`src/rtl/cdb_arbiter_pkg.sv`:
```
// ---------------------------------------------------------------------------
// cdb_arbiter_pkg
// Shared types and sizing for the completion-side CDB arbiter.
//   DEF_NUM_FU / DEF_CDB_SZ : default functional-unit count and CDB width
//   BR_MASK                 : one bit per in-flight branch
//   BR_TASK                 : branch resolution command (NOTHING/CLEAR/SQUASH)
//   FU_PACKET               : result packet produced by a functional unit
//   brHit()                 : true when a packet depends on the resolving branch
// ---------------------------------------------------------------------------
package cdb_arbiter_pkg;

  localparam int DEF_NUM_FU = 4;
  localparam int DEF_CDB_SZ = 2;
  localparam int BR_W       = 4;

  typedef logic [BR_W-1:0] BR_MASK;

  typedef enum logic [1:0] {
    NOTHING = 2'd0,
    CLEAR   = 2'd1,
    SQUASH  = 2'd2
  } BR_TASK;

  typedef struct packed {
    logic [5:0] destPrf;
    BR_MASK     b_mask;
  } DECODED;

  typedef struct packed {
    logic [31:0] result;
    logic [5:0]  robIdx;
    DECODED      decoded_vals;
  } FU_PACKET;

  function automatic logic brHit(input BR_MASK mask, input BR_MASK brId);
    return |(mask & brId);
  endfunction

endpackage

```
`src/rtl/cdb_arbiter_rr_sel.sv`:
```
// ---------------------------------------------------------------------------
// cdb_rr_sel
// Combinational rotating-priority selector. Scans the request vector starting
// at rrPtr_i and wrapping modulo NUM_FU; the first CDB_SZ requesters found are
// granted, the k-th one on grant_o[k].
//   req_i     : live request per FU
//   rrPtr_i   : index where the scan starts
//   grant_o   : one one-hot (or zero) grant vector per CDB slot, in scan order
//   lastIdx_o : FU index of the last winner found by the scan
//   anyWin_o  : at least one grant was issued
// ---------------------------------------------------------------------------
module cdb_rr_sel
  import cdb_arbiter_pkg::*;
#(
  parameter int NUM_FU = DEF_NUM_FU,
  parameter int CDB_SZ = DEF_CDB_SZ,
  parameter int PTR_W  = (NUM_FU > 1) ? $clog2(NUM_FU) : 1,
  parameter int SLOT_W = (CDB_SZ > 1) ? $clog2(CDB_SZ) : 1
) (
  input  logic [NUM_FU-1:0]             req_i,
  input  logic [PTR_W-1:0]              rrPtr_i,
  output logic [CDB_SZ-1:0][NUM_FU-1:0] grant_o,
  output logic [PTR_W-1:0]              lastIdx_o,
  output logic                          anyWin_o
);

  int winCount;
  int scanIdx;

  // Walk every FU once in rotated order. winCount doubles as the slot number
  // the next winner lands in, so slot order always follows scan order.
  always_comb begin
    grant_o   = '0;
    lastIdx_o = '0;
    anyWin_o  = 1'b0;
    winCount  = 0;
    scanIdx   = 0;
    for (int j = 0; j < NUM_FU; j++) begin
      scanIdx = int'(rrPtr_i) + j;
      if (scanIdx >= NUM_FU) scanIdx = scanIdx - NUM_FU;
      if (req_i[PTR_W'(scanIdx)] && (winCount < CDB_SZ)) begin
        grant_o[SLOT_W'(winCount)][PTR_W'(scanIdx)] = 1'b1;
        lastIdx_o = PTR_W'(scanIdx);
        anyWin_o  = 1'b1;
        winCount  = winCount + 1;
      end
    end
  end

endmodule

```
`src/rtl/cdb_arbiter.sv`:
```
// ---------------------------------------------------------------------------
// cdb_arbiter
// Collects results from the functional units and broadcasts up to CDB_SZ of
// them per cycle on the common data bus. Losers are held with fu_stall.
// Branch resolution is applied both to incoming packets and to the packets
// sitting in the broadcast registers.
//   clock, reset : clock and synchronous active-high reset
//   fu_packs     : result packet from each FU
//   fu_ready     : per-FU packet valid
//   rem_br_task  : branch resolution command
//   rem_b_id     : one-hot branch being resolved
//   cdb_stall    : downstream cannot accept a broadcast next cycle
//   fu_stall     : per-FU stall back to the functional units
//   cdb_valid    : broadcast slot valid
//   cdb_packs    : registered broadcast packets
// ---------------------------------------------------------------------------
module cdb_arbiter
  import cdb_arbiter_pkg::*;
#(
  parameter int NUM_FU = DEF_NUM_FU,
  parameter int CDB_SZ = DEF_CDB_SZ
) (
  input  logic                        clock,
  input  logic                        reset,
  input  FU_PACKET [NUM_FU-1:0]       fu_packs,
  input  logic     [NUM_FU-1:0]       fu_ready,
  input  BR_TASK                      rem_br_task,
  input  BR_MASK                      rem_b_id,
  input  logic                        cdb_stall,
  output logic     [NUM_FU-1:0]       fu_stall,
  output logic     [CDB_SZ-1:0]       cdb_valid,
  output FU_PACKET [CDB_SZ-1:0]       cdb_packs
);

  localparam int PTR_W = (NUM_FU > 1) ? $clog2(NUM_FU) : 1;

  logic [PTR_W-1:0]              rrPtr_q, rrPtr_d;
  logic [CDB_SZ-1:0]             slotValid_q, slotValid_d;
  FU_PACKET [CDB_SZ-1:0]         slotPack_q, slotPack_d;

  logic [NUM_FU-1:0]             liveReq;
  logic [NUM_FU-1:0]             granted;
  logic [CDB_SZ-1:0][NUM_FU-1:0] grant;
  logic [PTR_W-1:0]              lastIdx;
  logic                          anyWin;

  // A packet that depends on the branch being squashed this cycle is not a
  // request at all: it is never granted and never stalled, so it drains out.
  always_comb begin
    liveReq = '0;
    for (int i = 0; i < NUM_FU; i++) begin
      liveReq[i] = fu_ready[i] &&
                   !((rem_br_task == SQUASH) &&
                     brHit(fu_packs[i].decoded_vals.b_mask, rem_b_id));
    end
  end

  cdb_rr_sel #(
    .NUM_FU (NUM_FU),
    .CDB_SZ (CDB_SZ)
  ) uRrSel (
    .req_i     (liveReq),
    .rrPtr_i   (rrPtr_q),
    .grant_o   (grant),
    .lastIdx_o (lastIdx),
    .anyWin_o  (anyWin)
  );

  // Collapse the per-slot grants into one "this FU won" vector.
  always_comb begin
    granted = '0;
    for (int k = 0; k < CDB_SZ; k++) begin
      granted = granted | grant[k];
    end
  end

  // A downstream stall cancels every grant, so all live requesters hold.
  // Reset forces the stalls low so nothing upstream freezes during reset.
  always_comb begin
    fu_stall = '0;
    if (!reset) begin
      fu_stall = liveReq & (~granted | {NUM_FU{cdb_stall}});
    end
  end

  // Each slot either holds (downstream stall) or loads its winner; the branch
  // update is then applied to whichever value is about to be registered, so a
  // CLEAR arriving with a grant is folded into the freshly granted packet.
  always_comb begin
    slotValid_d = slotValid_q;
    slotPack_d  = slotPack_q;
    for (int k = 0; k < CDB_SZ; k++) begin
      if (!cdb_stall) begin
        slotValid_d[k] = |grant[k];
        slotPack_d[k]  = '0;
        for (int i = 0; i < NUM_FU; i++) begin
          if (grant[k][i]) slotPack_d[k] = fu_packs[i];
        end
      end
      if (brHit(slotPack_d[k].decoded_vals.b_mask, rem_b_id)) begin
        if (rem_br_task == CLEAR) begin
          slotPack_d[k].decoded_vals.b_mask =
            slotPack_d[k].decoded_vals.b_mask & ~rem_b_id;
        end else if (rem_br_task == SQUASH) begin
          slotValid_d[k] = 1'b0;
          slotPack_d[k]  = '0;
        end
      end
    end
  end

  // Priority moves just past the last winner; with no winners it stays put.
  always_comb begin
    rrPtr_d = rrPtr_q;
    if (!cdb_stall && anyWin) begin
      if (lastIdx == PTR_W'(NUM_FU - 1)) rrPtr_d = '0;
      else                                rrPtr_d = lastIdx + 1'b1;
    end
  end

  // State registers with synchronous reset.
  always_ff @(posedge clock) begin
    if (reset) begin
      rrPtr_q     <= '0;
      slotValid_q <= '0;
      slotPack_q  <= '0;
    end else begin
      rrPtr_q     <= rrPtr_d;
      slotValid_q <= slotValid_d;
      slotPack_q  <= slotPack_d;
    end
  end

  assign cdb_valid = slotValid_q;
  assign cdb_packs = slotPack_q;

endmodule

```
`config.mk`:
```
export PLATFORM = sky130hd
export DESIGN_NAME = cdb_arbiter
export DESIGN_NICKNAME = d
export VERILOG_FILES = /design/src/rtl/cdb_arbiter_pkg.sv /design/src/rtl/cdb_arbiter_rr_sel.sv /design/src/rtl/cdb_arbiter.sv
export SDC_FILE = /design/constraint.sdc
export NUM_CORES = 1
export LEC_CHECK = 0
export CORE_AREA = 2 2 134 123
export DETAILED_ROUTE_END_ITERATION = 10
export DIE_AREA = 0 0 136 125
export HOLD_SLACK_MARGIN = 0.06
export PLACE_DENSITY = 0.94
export SYNTH_ARGS = -nofsm -noshare
export SYNTH_HDL_FRONTEND = slang
export SYNTH_HIERARCHICAL = 1
export SYNTH_SLANG_ARGS = --single-unit
```
`constraint.sdc`:
```
create_clock -name clock -period 11.45 [get_ports clock]
set_clock_uncertainty 0.2 [all_clocks]
set_input_delay 2.8625 -clock clock [delete_from_list [all_inputs] [get_ports clock]]
set_output_delay 2.8625 -clock clock [all_outputs]
set_load 0.01 [all_outputs]
```
==> flow_summary.ini, run 1 <==
[worst_setup_path]
reg2reg_from = rrPtr_q[0]
endpoint_kind = output pin
critPathArrivalTime_ns = 7.21
r2r-end = cdb_valid[0]
cp.required_ns = 8.39
rrSetupSlack_ns = 4.69
critPathLaunch = rem_b_id[2]
endpoint = fu_stall[3]
path_class = in2out
reg2regPathDepth = 18
start_kind = primary input
path_max_fanout = 9

[grt]
antenna_found_initial = 0
grt_pass1_wl_mm = 45.51
grt_use_total_pct = 33.46
grt_pass1_vias = 8745
overflow = 0
grt_max_degree = 99

[yosys]
synth-simple-area-share_pct = 20.64
async_flop_share_pct = 0
synth-compound-area-share_pct = 37.40
synth_edf_count = 0
yosysWarnings = 6
ys_seq_area_share_pct = 27.94
muxShareOfSynthArea_pct = 2.078
ys_ff_latch = 100
ys_types = 68
synth_top_family_by_area = compound AO/OA/AOI/OAI gates
synth_fa_ha_area_share_pct = 2.095
synthXorXnorAreaFrac_pct = 0
netlist_area_sq_um = 7166
synth_ff_type = dfxtp_1
synthCells = 902
postSynthAreaPerCell_sq_um = 7.944

[detailed_routing]
totalWireLength_mm = 29.74
routedWlPerCell_um = 22.28
firstDrtPassIters = 8
drc = 0
vias = 8911
avgViaCountPerCell = 6.675
ant_nets = 0
first_iter_violations = 1029

[final_layout]
post-route-util_pct = 66.02
area_growth_pct = 45.07
finalInstanceArea_sq_um = 10400
layout-drive-gt1-share_pct = 8.245
final_common_cell = clkdlybuf4s50_1
diodes = 0
layout.cells.non_filler = 1335
nNetsFinal = 1340
final_cell_mix = clkdlybuf4s50_1 (304), a21oi_1 (103), dfxtp_1 (100)

[sta]
hold_slack_ns = 0.2793
setup_viol = 0
relSlewSlack_pct = 25.81
period_needed_ns = 10.27
fmax_mhz = 97.35
maxSlewViolCount = 0
hold_violations = 0
rsz0062_at_grt = no
fin_crit_sh_pct = 89.71
worst_pin_slew_ns = 1.111
setup_tns_ns = 0

[place]
place_hpwl_mm = 19.31
postPlaceCellArea_sq_um = 10080
gp_congestion = 0.9502
port_buffers = 306
placedCellCount = 1319

[floorplanning]
ios = 307
start_util_pct = 45.51
die_height_um = 125
row_count = 44
die_x_um = 136
die-area_sq_um = 17000
core_sq_um = 15750

[clocking]
cts_resized = 0
cts-htree-levels = 3
hold_buffers = 0
numCtsBuffers = 9
cts_sinks = 100
cts_buffer_depth = 2
post_cts_buffers = 0
clk_pin_slew_ns = 0.07
cts_tree = built
root_buffer = clkbuf_16
insertion_delay_ns = 0.34

[power_and_ir_drop]
power_density_nw_per_um2 = 220.4
leakage_nw = 3.772
ir_drop_mv = 0.1677

[hold_path]
hp-class = reg2reg
min_from = cdb_packs[64]

[job]
drv_cap = 0

[run_status]
status = finished, final reports clean
## synthesized netlist by cell type, types with 3 or more instances
master / n / area (sq um)
a21oi_1: 103 / 515.5
dfxtp_1: 100 / 2002
a221oi_1: 94 / 823.3
nor3_1: 89 / 445.4
clkbuf_1: 77 / 289.0
nor2_1: 57 / 214.0
inv_1: 56 / 210.2
a221o_1: 47 / 470.5
o22ai_1: 46 / 287.8
nor3_2: 40 / 400.4
nand2_1: 30 / 112.6
ha_1: 12 / 150.1
nor2b_1: 12 / 75.07
buf_2: 11 / 55.05
o21ai_0: 11 / 55.05
buf_6: 7 / 78.83
mux2i_1: 7 / 70.07
nand3b_1: 7 / 52.55
buf_1: 6 / 22.52
nand3_1: 6 / 30.03
a211oi_1: 5 / 37.54
buf_4: 5 / 37.54
o21a_1: 5 / 37.54
a22oi_1: 4 / 30.03
nand2b_1: 4 / 25.02
o211a_1: 4 / 40.04
a22o_1: 3 / 26.28
mux2_2: 3 / 33.78
nand4_1: 3 / 18.77
o211ai_1: 3 / 22.52
## report_power, final
part	total [mW]	switching [mW]	internal [mW]
logic	1.48	0.854	0.622
clock network	0.319	0.142	0.178
registers	0.496	0.0623	0.434
## kinds of logic (layout without fill, tap and decap cells)
kind of cell,Yosys count,after routing
other cells,1,4
simple gates,260,260
fa+ha+maj,12,12
compound gates,353,353
mux,12,12
flops,100,100
buf+inv,164,387
## per-layer routing
metal / track usage (%) / part of all wire [%] / vias to the layer above
li1: - / - / 3939
met1: 39.85 / 37 / 4205
met2: 54.42 / 47 / 647
met3: 8.840 / 11 / 120
met4: 18.63 / 4.9 / 0
met5: 0 / 0 / -
## cell type report
cell class,instances,area (sq um)
inverter,57,214.0
clock buffer,10,239.0
sequential,100,2002
fill,1322,5350
timing repair buffer,314,3115
tap,207,259.0
clock inverter,6,71.32
multi-input combinational,641,4494
## critical path, stage by stage
cell and delay (ns):
clkdlybuf4s50_1 0.61, a22o_1 0.29, a221oi_1 0.24, o21a_1 0.24, mux2i_1 0.15, mux2i_1 0.51, inv_1 0.10, ha_1 0.37
nor3b_4 0.28, nand3_2 0.11, a311oi_2 0.31, a221o_1 0.37, nor2_1 0.09, o211a_1 0.21, clkdlybuf4s50_1 0.47
## registers in the layout (all words and copies together) (netlist names)
name       flops
cdb_packs     96
cdb_valid      2
rrPtr_q        2
## how the worst min path moves through the flow
stage | end | slack [ns] | cells past startpoint
after floorplan | cdb_packs[46] | 0.30 | 2
after global placement | cdb_packs[46] | 0.26 | 2
after detailed placement | cdb_packs[64] | 0.27 | 2
after CTS | cdb_packs[72] | 0.28 | 2
after global routing | cdb_packs[69] | 0.30 | 2
final | cdb_packs[64] | 0.28 | 2
## through the flow
step | worst slack (ns) | power, mW
final | 1.178 | 2.291
after global placement | 1.308 | 1.897
after global routing | 0.8653 | 2.426
after floorplan | 2.539 | 1.461
after CTS | 1.226 | 2.263
after detailed placement | 1.224 | 1.939
Power figures use the tool's default switching activity.
==> inputs of run 2 (changes only) <==
- CORE_AREA: 2 2 134 123 -> 2 2 120 122
- DIE_AREA: 0 0 136 125 -> 0 0 122 124
- PLACE_DENSITY: 0.94 -> 0.89
- SYNTH_HIERARCHICAL: 1 -> not set
==> run 2 against run 1 <==
  * Critical path depth rose by 4
  * Largest power group unchanged
  * Final cell count is 20% lower
  * Sequential power down 8.3%
  * Hold slack worse by 0.021 ns
  * Wire length fell by 26%
  * Synthesized area fell by 26%
  * Critical path type unchanged
  * Sequential cell count unchanged
==> flow_summary.ini, run 2 <==
[grt]
overflow = 0
grt_use_total_pct = 27.44
grt_max_degree = 54
grt_pass1_vias = 5979
grt_pass1_wl_mm = 32.26
antenna_found_initial = 0

[floorplanning]
die_x_um = 122
die-area_sq_um = 15130
core_sq_um = 13720
start_util_pct = 38.89
row_count = 43
die_height_um = 124
ios = 307

[clocking]
root_buffer = clkbuf_16
cts_tree = built
cts-htree-levels = 3
hold_buffers = 0
cts_resized = 0
numCtsBuffers = 9
clk_pin_slew_ns = 0.08
cts_buffer_depth = 2
insertion_delay_ns = 0.35
cts_sinks = 100
post_cts_buffers = 0

[power_and_ir_drop]
power_density_nw_per_um2 = 197.9
ir_drop_mv = 0.1611
leakage_nw = 3.553

[yosys]
synth_edf_count = 0
synth_top_family_by_area = compound AO/OA/AOI/OAI gates
synthXorXnorAreaFrac_pct = 0.1642
synth-compound-area-share_pct = 41.23
yosysWarnings = 0
muxShareOfSynthArea_pct = 0.9850
syn_nets = 833
yosysTopAreaCell = dfxtp_1
synthCells = 618
synthTopCellsByArea = dfxtp_1 (38%), o21ai_0 (9.4%), o211a_1 (8.4%)
ys_ff_latch = 100
synth_top_area_share_pct = 37.52
async_flop_share_pct = 0
synth_fa_ha_area_share_pct = 2.486
ys_seq_area_share_pct = 37.52
netlist_area_sq_um = 5335
synth-simple-area-share_pct = 12.10
postSynthAreaPerCell_sq_um = 8.633
ys_types = 50
ys_top_cells_by_count = dfxtp_1 (100), o21ai_0 (100), a21oi_1 (57), a221oi_1 (50), and2_1 (48)
synth_ff_type = dfxtp_1

[worst_setup_path]
path_max_fanout = 7
cp.required_ns = 8.39
path_class = in2out
cp_slowest_stage_delay_ns = 0.56
endpoint_kind = output pin
slowest_stage = mux4_2
path_cells = clkdlybuf4s50_1 -> a22oi_1 -> a21oi_1 -> nand2b_1 -> mux4_2 -> clkinv_2 -> ha_1 -> nor3_1 -> a22o_1 -> nor2_1 -> inv_1 -> fa_1 -> nor2_1 -> nand3_1 -> o22ai_1 -> o21ai_0 -> nand3_2 -> a211oi_1 -> clkdlybuf4s50_1
start_kind = primary input
critPathArrivalTime_ns = 7.99
cp_top_family = compound AO/OA/AOI/OAI gates
path_buf_inv = 4

[sta]
hold_violations = 0
maxSlewViolCount = 0
setup_viol = 0
relSlewSlack_pct = 21.80
fmax_mhz = 90.48
setup_tns_ns = 0
worst_pin_slew_ns = 1.173
period_needed_ns = 11.05
fin_crit_sh_pct = 96.53
rsz0062_at_grt = no

[detailed_routing]
avgViaCountPerCell = 5.833
firstDrtPassIters = 7
routedWlPerCell_um = 20.53
totalWireLength_mm = 22.03
drc = 0
ant_nets = 0
vias = 6259
first_iter_violations = 527

[final_layout]
area_growth_pct = 64.42
fillers = 1120
diodes = 0
final_common_cell = clkdlybuf4s50_1
largest_reg_flops = 96
layout-drive-gt1-share_pct = 4.703
final_cell_mix = clkdlybuf4s50_1 (305), o21ai_0 (100), dfxtp_1 (100)
layout.cells.non_filler = 1073
nNetsFinal = 1103

[hold_path]
hp-class = reg2reg

[place]
gp_congestion = 0.9316
placedCellCount = 1057
place_hpwl_mm = 15.69
port_buffers = 306

[run_status]
status = finished, final reports clean

[job]
drv_cap = 0
## run 2: cell types whose count changed in the layout (fill, tap and decap cells not counted), sizes merged, moves of 7 or more
cell / before / now
o22ai: 46 / 4
a21oi: 103 / 57
a221oi: 95 / 51
nor2: 57 / 18
a221o: 49 / 1
and2: 2 / 48
inv: 59 / 15
nor3: 129 / 3
o211a: 4 / 45
nand3b: 7 / 0
o21ai: 12 / 103
## run 2: final timing paths
path	from	endpoint	slack, ns	depth (start not counted)
max	rem_b_id[2]	fu_stall[1]	0.40	19
min	cdb_packs[80]	cdb_packs[80]	0.26	1
max reg2reg	flip-flop	cdb_packs[33]	3.94	21
min reg2reg	cdb_packs[80]	cdb_packs[80]	0.26	1
## run 2: worst reg2reg max path: stages, from the launching register on
cell and delay (ns):
dfxtp_1 0.75, inv_1 0.45, ha_1 0.55, inv_1 0.19, nand2_1 0.07, o221a_2 0.29, nor2_1 0.33, ha_1 0.29
nor3_1 0.08, a22o_1 0.28, nor2_1 0.28, inv_1 0.10, fa_1 0.42, nor2_1 0.25, nand3_1 0.11, o22ai_1 0.45
a32oi_1 0.15, and2_2 0.51, and4_1 0.32, a311oi_4 0.65, buf_4 0.49, o211a_1 0.23
## run 2: cell type report
| class | instances | area [sq um] | share of cell area (%) |
|---|---|---|---|
| Clock buffer | 10 | 239.0 | 2.724 |
| Clock inverter | 6 | 63.81 | 0.7274 |
| Inverter | 12 | 46.29 | 0.5277 |
| Multi-Input combinational cell | 449 | 3063 | 34.92 |
| Sequential cell | 100 | 2002 | 22.82 |
| Tap cell | 180 | 225.2 | 2.567 |
| Timing Repair Buffer | 316 | 3133 | 35.72 |
## run 2: layer usage
layer  share of wire [%]  vias to the layer above  GRT usage, %  wire length [um]
li1                    -                     2902             -                 -
met1                  39                     2970         32.77              8683
met2                  47                      348         45.74             10450
met3                  11                       39         10.07              2363
met4                 2.4                        0         9.195               532
met5                   0                        -             0                 0
## run 2: report_power, final
group / internal, mW / total, mW / switching [mW]
registers: 0.410 / 0.455 / 0.0452
clock network: 0.160 / 0.311 / 0.151
logic: 0.429 / 0.971 / 0.541
total: 0.999 / 1.74 / 0.737
## run 2: stage by stage
stage	utilization, %	hold slack (ns)	worst slack (ns)	cell area, sq um	power (mW)
6_report	63.94	0.2587	0.3977	8772	1.736
4_1_cts	63.94	0.2633	0.4727	8772	1.734
3_5_place_dp	61.73	0.2428	0.5037	8469	1.421
2_1_floorplan	-	0.2778	1.368	5335	1.042
3_3_place_gp	61.73	0.2412	0.4759	8469	1.409
5_1_grt	63.94	0.2693	0.03348	8772	1.841
## run 2: cell families after synthesis
family | after synthesis
AO/OA/AOI/OAI | 314
XOR/XNOR | 1
adder cells (fa/ha/maj) | 10
buffers and inverters | 69
flip-flops | 100
multiplexers | 4
AND/OR/NAND/NOR | 120
